### config.mk
export PLATFORM = sky130hd
export DESIGN_NAME = vliw_fetch_decode
export DESIGN_NICKNAME = d
export VERILOG_FILES = /design/src/rtl/vliw_pkg.sv /design/src/rtl/vliw_bundle_split.sv /design/src/rtl/vliw_fetch_decode.sv
export SDC_FILE = /design/constraint.sdc
export NUM_CORES = 1
export LEC_CHECK = 0
export BUFFER_PORTS_ARGS = -buffer_cell sky130_fd_sc_hd__buf_2
export CORE_MARGIN = 2
export CORE_UTILIZATION = 45
export DETAILED_ROUTE_END_ITERATION = 7
export GPL_TIMING_DRIVEN = 1
export MAX_ROUTING_LAYER = met4
export PLACE_DENSITY_LB_ADDON = 0.05
export SLEW_MARGIN = 20
export SYNTH_ARGS = -nofsm -noshare
export SYNTH_HDL_FRONTEND = slang
export SYNTH_SLANG_ARGS = --single-unit
### constraint.sdc
create_clock -name clk -period 7.6 [get_ports clk]
set_clock_uncertainty 0.15 [all_clocks]
set_input_delay 0.76 -clock clk [delete_from_list [all_inputs] [get_ports clk]]
set_output_delay 0.76 -clock clk [all_outputs]
set_load 0.01 [all_outputs]
### src/rtl/vliw_pkg.sv
// Shared definitions for the VLIW front end: bundle width, opcode constants
// used by the slot control circuits, and the fetch FSM state encoding.
package vliw_pkg;
   localparam int BUNDLE_W = 48;

   localparam logic [6:0] OP_IMM = 7'b0010011;
   localparam logic [6:0] OP     = 7'b0110011;
   localparam logic [6:0] JALR   = 7'b1100111;
   localparam logic [6:0] BRANCH = 7'b1100011;
   localparam logic [1:0] C0     = 2'b00;
   localparam logic [1:0] C2     = 2'b10;

   typedef enum logic [1:0] {
      S_BOOT = 2'd0,
      S_RUN  = 2'd1,
      S_KILL = 2'd2
   } state_t;
endpackage

### src/rtl/vliw_bundle_split.sv
// Splits an IF/ID bundle into the fields consumed by the 32-bit and 16-bit slot
// control circuits; every output is zero when the bundle is not live.
module vliw_bundle_split
   import vliw_pkg::*;
(
   input  logic                valid,
   input  logic [BUNDLE_W-1:0] bundle,
   output logic [31:0]         instr32,
   output logic [15:0]         instr16,
   output logic [6:0]          opcode32,
   output logic [2:0]          funct3_32,
   output logic [6:0]          funct7_32,
   output logic [4:0]          rd32,
   output logic [4:0]          rs1_32,
   output logic [4:0]          rs2_32,
   output logic [1:0]          opcode16,
   output logic [3:0]          funct16
);
   assign instr32   = valid ? bundle[47:16] : '0;
   assign instr16   = valid ? bundle[15:0]  : '0;

   assign opcode32  = instr32[6:0];
   assign funct3_32 = instr32[14:12];
   assign funct7_32 = instr32[31:25];
   assign rd32      = instr32[11:7];
   assign rs1_32    = instr32[19:15];
   assign rs2_32    = instr32[24:20];
   assign opcode16  = instr16[1:0];
   assign funct16   = instr16[15:12];
endmodule

### src/rtl/vliw_fetch_decode.sv
// VLIW fetch/decode front end: PC, synchronous imem request, IF/ID register with
// a one-entry skid buffer for stalls, and redirect with wrong-path kill.
module vliw_fetch_decode
   import vliw_pkg::*;
#(
   parameter int              PC_W     = 32,
   parameter int              PC_STEP  = 6,
   parameter logic [PC_W-1:0] RESET_PC = '0
) (
   input  logic                clk,
   input  logic                reset,
   input  logic                stall,
   input  logic                redirect,
   input  logic [PC_W-1:0]     redirect_pc,
   output logic                imem_req,
   output logic [PC_W-1:0]     imem_addr,
   input  logic [BUNDLE_W-1:0] imem_rdata,
   output logic                id_valid,
   output logic [PC_W-1:0]     id_pc,
   output logic [31:0]         instr32,
   output logic [15:0]         instr16,
   output logic [6:0]          opcode32,
   output logic [2:0]          funct3_32,
   output logic [6:0]          funct7_32,
   output logic [4:0]          rd32,
   output logic [4:0]          rs1_32,
   output logic [4:0]          rs2_32,
   output logic [1:0]          opcode16,
   output logic [3:0]          funct16
);
   localparam logic [PC_W-1:0] STEP = PC_W'(PC_STEP);

   state_t              state, state_nxt;
   logic [PC_W-1:0]     pc_f, pc_f_nxt;
   logic                req;
   logic                inflight, inflight_nxt;
   logic [PC_W-1:0]     inflight_pc;
   logic                skid_valid, skid_valid_nxt, skid_load;
   logic [BUNDLE_W-1:0] skid_data;
   logic [PC_W-1:0]     skid_pc;
   logic                vld_p1, vld_p1_nxt, id_load, id_from_skid;
   logic [BUNDLE_W-1:0] bundle_p1;
   logic [PC_W-1:0]     pc_p1;

   always_comb begin
      state_nxt      = state;
      pc_f_nxt       = pc_f;
      req            = 1'b0;
      inflight_nxt   = 1'b0;
      skid_valid_nxt = skid_valid;
      skid_load      = 1'b0;
      vld_p1_nxt     = vld_p1;
      id_load        = 1'b0;
      id_from_skid   = 1'b0;
      // Redirect wins over stall; data returning this cycle is wrong-path.
      if (redirect) begin
         state_nxt      = S_KILL;
         pc_f_nxt       = redirect_pc;
         skid_valid_nxt = 1'b0;
         vld_p1_nxt     = 1'b0;
      end else begin
         case (state)
            S_BOOT: state_nxt = S_RUN;
            S_RUN: begin
               if (stall) begin
                  if (inflight) begin
                     skid_load      = 1'b1;
                     skid_valid_nxt = 1'b1;
                  end
               end else begin
                  req          = 1'b1;
                  pc_f_nxt     = pc_f + STEP;
                  inflight_nxt = 1'b1;
                  if (skid_valid) begin
                     id_load        = 1'b1;
                     id_from_skid   = 1'b1;
                     vld_p1_nxt     = 1'b1;
                     skid_valid_nxt = 1'b0;
                  end else if (inflight) begin
                     id_load    = 1'b1;
                     vld_p1_nxt = 1'b1;
                  end else begin
                     vld_p1_nxt = 1'b0;
                  end
               end
            end
            S_KILL: begin
               if (!stall) begin
                  req          = 1'b1;
                  pc_f_nxt     = pc_f + STEP;
                  inflight_nxt = 1'b1;
                  vld_p1_nxt   = 1'b0;
                  state_nxt    = S_RUN;
               end
            end
            default: state_nxt = S_BOOT;
         endcase
      end
   end

   assign imem_req  = req & ~reset;
   assign imem_addr = pc_f;

   always_ff @(posedge clk) begin
      if (reset) begin
         state      <= S_BOOT;
         pc_f       <= RESET_PC;
         inflight   <= 1'b0;
         skid_valid <= 1'b0;
         vld_p1     <= 1'b0;
         bundle_p1  <= '0;
         pc_p1      <= '0;
      end else begin
         state      <= state_nxt;
         pc_f       <= pc_f_nxt;
         inflight   <= inflight_nxt;
         skid_valid <= skid_valid_nxt;
         vld_p1     <= vld_p1_nxt;
         // IF/ID stage boundary
         if (id_load) begin
            bundle_p1 <= id_from_skid ? skid_data : imem_rdata;
            pc_p1     <= id_from_skid ? skid_pc : inflight_pc;
         end
      end
   end

   always_ff @(posedge clk) begin
      if (req) inflight_pc <= pc_f;
      if (skid_load) begin
         skid_data <= imem_rdata;
         skid_pc   <= inflight_pc;
      end
   end

   assign id_valid = vld_p1;
   assign id_pc    = pc_p1;

   vliw_bundle_split u_split (
      .valid     (vld_p1),
      .bundle    (bundle_p1),
      .instr32   (instr32),
      .instr16   (instr16),
      .opcode32  (opcode32),
      .funct3_32 (funct3_32),
      .funct7_32 (funct7_32),
      .rd32      (rd32),
      .rs1_32    (rs1_32),
      .rs2_32    (rs2_32),
      .opcode16  (opcode16),
      .funct16   (funct16)
   );
endmodule

==> summary.md <==
| Metric | Value |
|---|---|
| Status | completed |
| Int Pwr | 0.002059 W |
| First-pass GRT wire length | 37,690 um |
| Synth top area share | 35.92% |
| Max Buffers Root-to-Sink | 3 |
| CTS Sinks | 229 |
| Crit path capture type | output pin |
| Row cnt | 52 |
| P_sw | 0.0005694 W |
| Crit path largest cell delay | 0.87 ns |
| Critical path type | in -> out |
| Max cap viols | 0 |
| Max FO, Critical Path | 42 |
| Post-synthesis sequential area ratio | 60.93% |
| Peak VDD IR | 0.1570 mV |
| WP buf/inv | 3 |
| Worst Path Arrival | 2.32 ns |
| Commonest non-fill, non-tap cell in the layout | buf_2 |
| Share of cells above drive strength 1 | 28.49% |
| Max Fclk | 0.3096 GHz |
| Comb power frac | 4.4% |
| Setup bufs post-CTS | 0 |
| Synth Area in Compound Gates | 16.64% |
| Num CTS Buffers | 24 |
| Final setup viols | 0 |
| Antenna violations before repair | 0 |
| Vias in the first global route | 6,824 |
| Syn avg cell area | 10.98 um^2 |
| CTS tree | built |
| Slowest cell on the critical path | or4b_2 |
| Worst path required time | 6.69 ns |
| Post-synthesis mux area share | 0.1069% |
| Fin nets | 1,109 |
| Drt wl/cell | 18.50 um |
| Critical path, cell by cell | buf_2 > or4b_2 > inv_1 > buf_2 |
| Synth Cell Area | 9364 um^2 |
| Seq pwr share | 51.0% |
| DRC Markers | 0 |
| Initial Util | 46.13% |
| Post-synthesis simple-gate area fraction | 14.43% |
| Syn nets | 941 |
| Synth unique cells | 47 |
| Die W | 148.3 um |
| Fin crit share | 42.50% |
| Largest net degree at the start of global routing | 81 |
| Worst-Margin Slew | 1.001 ns |
| Routed WL | 24,220 um |
| Vias | 7,279 |
| Top cells by area, synth | edfxtp_1 (36%), dfxtp_1 (25%), o221ai_1 (7.7%), a21oi_1 (4.7%), nand2_1 (4.1%) |
| Die height | 148.3 um |
| Placed cell count | 1,265 |
| Pwr Density | 233.7 nW/um^2 |
| Sw Share | 21.66% |
| Post-Synthesis Cells | 853 |
| Min Clock Period, post-route | 3.230 ns |
| Setup TNS | 0 ns |
| # port buffers | 235 |
| Reg clk slew, reported paths | 0.06 ns |
| Most used cell, CP | buf_2 |
| Post-synthesis xor/xnor area fraction | 0.8418% |
| DR iter-0 viols | 369 |
| Ys flop type | dfxtp_1 |
| Slew margin rel. | 33.13% |
| Largest area contributor in the netlist | edfxtp_1 |
| RSZ-0062 raised after global routing | no |
| Worst-Skew Late Latency | 0.51 ns |
| Die ar. | 21,980 um^2 |
| Final Hold Fails | 0 |
| Antenna Cells | 0 |
| Largest family of logic cells by synthesized area | compound AO/OA/AOI/OAI gates |
| Total number of H-tree levels | 1 |
| Hold WC Path Type | in -> reg |
| Routed vias/inst | 5.561 |
| P_leak | 4.297 nW |
| Adder-cell share of the synthesized area | 0.5345% |
| GP Congestion | 0.7939 |
| CP Launch Type | input port |
| Core area | 20,300 um^2 |
| Final Max Tran Viols | 0 |
| Post-CTS sizing | 0 |
| GRT overflow | 0 |
| Yosys warnings | 0 |
| CTS root buffer | clkbuf_16 |
| ANT nets after route | 0 |
| EDFF count, synth | 112 |
| HPWL after detailed placement | 14,860 um |
| CP top delay family | simple AND/OR/NAND/NOR gates |
| Io pins | 236 |
| Most frequent cells in the layout | buf_2 (234), dfxtp_1 (117), edfxtp_1 (112) |
| Clock power share | 44.6% |
| DRT Pass-1 Iters | 5 |
| Overall routing resource usage | 21.94% |
| Async SR Flop Fraction | 0% |
| CTS Hold Bufs | 0 |
| Synth Register Bits | 229 |
| Fillcell total | 1,866 |
| Syn-to-layout area delta | 20.11% |
| Non-Filler Instances | 1,309 |
## area by class of cell
| type | count | area (um^2) | share of cell area [%] |
|---|---|---|---|
| Clock buffer | 34 | 689.4 | 6.130 |
| Clock inverter | 10 | 102.6 | 0.9122 |
| Inverter | 19 | 71.32 | 0.6341 |
| Multi-Input combinational cell | 500 | 3072 | 27.31 |
| Sequential cell | 229 | 5705 | 50.73 |
| Tap cell | 270 | 337.8 | 3.004 |
| Timing Repair Buffer | 247 | 1269 | 11.28 |
## power by group through the flow
| stage | combinational [W] | clock [W] | sequential (W) |
|---|---|---|---|
| after CTS | 0.000116 | 0.00119 | 0.00134 |
| after global routing | 0.000128 | 0.00124 | 0.00134 |
| after detailed placement | 0.000115 | 0 | 0.00137 |
| final | 0.000116 | 0.00117 | 0.00134 |
| after global placement | 0.000115 | 0 | 0.00137 |
| after floorplan | 0.0000515 | 0 | 0.00136 |
## per-layer routing
layer | global-route usage [%] | share of wire (%) | routed length [um]
met1 | 30.79 | 46 | 11160
met3 | 3.405 | 6.1 | 1486
met5 | - | 0 | 0
met2 | 33.87 | 46 | 11160
met4 | 5.095 | 1.7 | 404
## cell usage after synthesis (8+ instances only)
master / instances
nor4_1: 11
o221ai_1: 82
nand2_1: 103
a211oi_1: 9
and2_1: 50
a21oi_1: 88
dfxtp_1: 117
a2111oi_0: 10
clkbuf_1: 64
edfxtp_1: 112
buf_4: 38
a311oi_1: 11
nand3_1: 9
and4_1: 8
nor3_1: 9
nor2_1: 36
xnor2_1: 8
inv_1: 19
## flip-flops by register name, indices dropped and copies added (netlist names)
signal	count
bundle_p1	48
inflight_pc	32
inflight	1
state	2
skid_valid	1
imem_addr	32
id_valid	1
skid_pc	32
id_pc	32
skid_data	48
## through the flow
step | setup WS (ns) | hold WS [ns] | util (%) | power (W) | area, um^2
6_report | 4.370 | 0.2909 | 55.41 | 0.002628 | 11250
5_1_grt | 4.294 | 0.2777 | 55.41 | 0.002716 | 11250
3_5_place_dp | 4.382 | 0.2858 | 51.50 | 0.001483 | 10460
4_1_cts | 4.380 | 0.2720 | 55.41 | 0.002651 | 11250
2_1_floorplan | 3.619 | 0.2767 | - | 0.001416 | 9364
3_3_place_gp | 4.396 | 0.2776 | 51.50 | 0.001482 | 10460
## worst paths after layout
check,start,to,slack [ns],cells past startpoint
setup / recovery,redirect,imem_req,4.37,4
hold / removal,imem_rdata[32],skid_data[32],0.29,1
setup reg to reg,state[1],id_pc[16],4.77,7
hold reg to reg,bundle_p1[23],bundle_p1[23],0.30,2
## cells by family (layout without fill, tap and decap cells)
logic type | Yosys count | in the layout
mux | 1 | 1
flops | 229 | 229
simple gates | 266 | 266
xor+xnor | 9 | 9
fa+ha+maj | 4 | 4
compound gates | 220 | 220
buf+inv | 124 | 310
## worst reg2reg max path: stages, from the launching register on
cell      delay [ns]
dfxtp_1         0.32
inv_1           0.09
ha_1            0.28
nand3b_1        0.18
nor2_4          0.65
buf_4           0.64
o221ai_1        0.28
a21oi_1         0.17
Note: power is estimated with default switching activity, not from simulation.
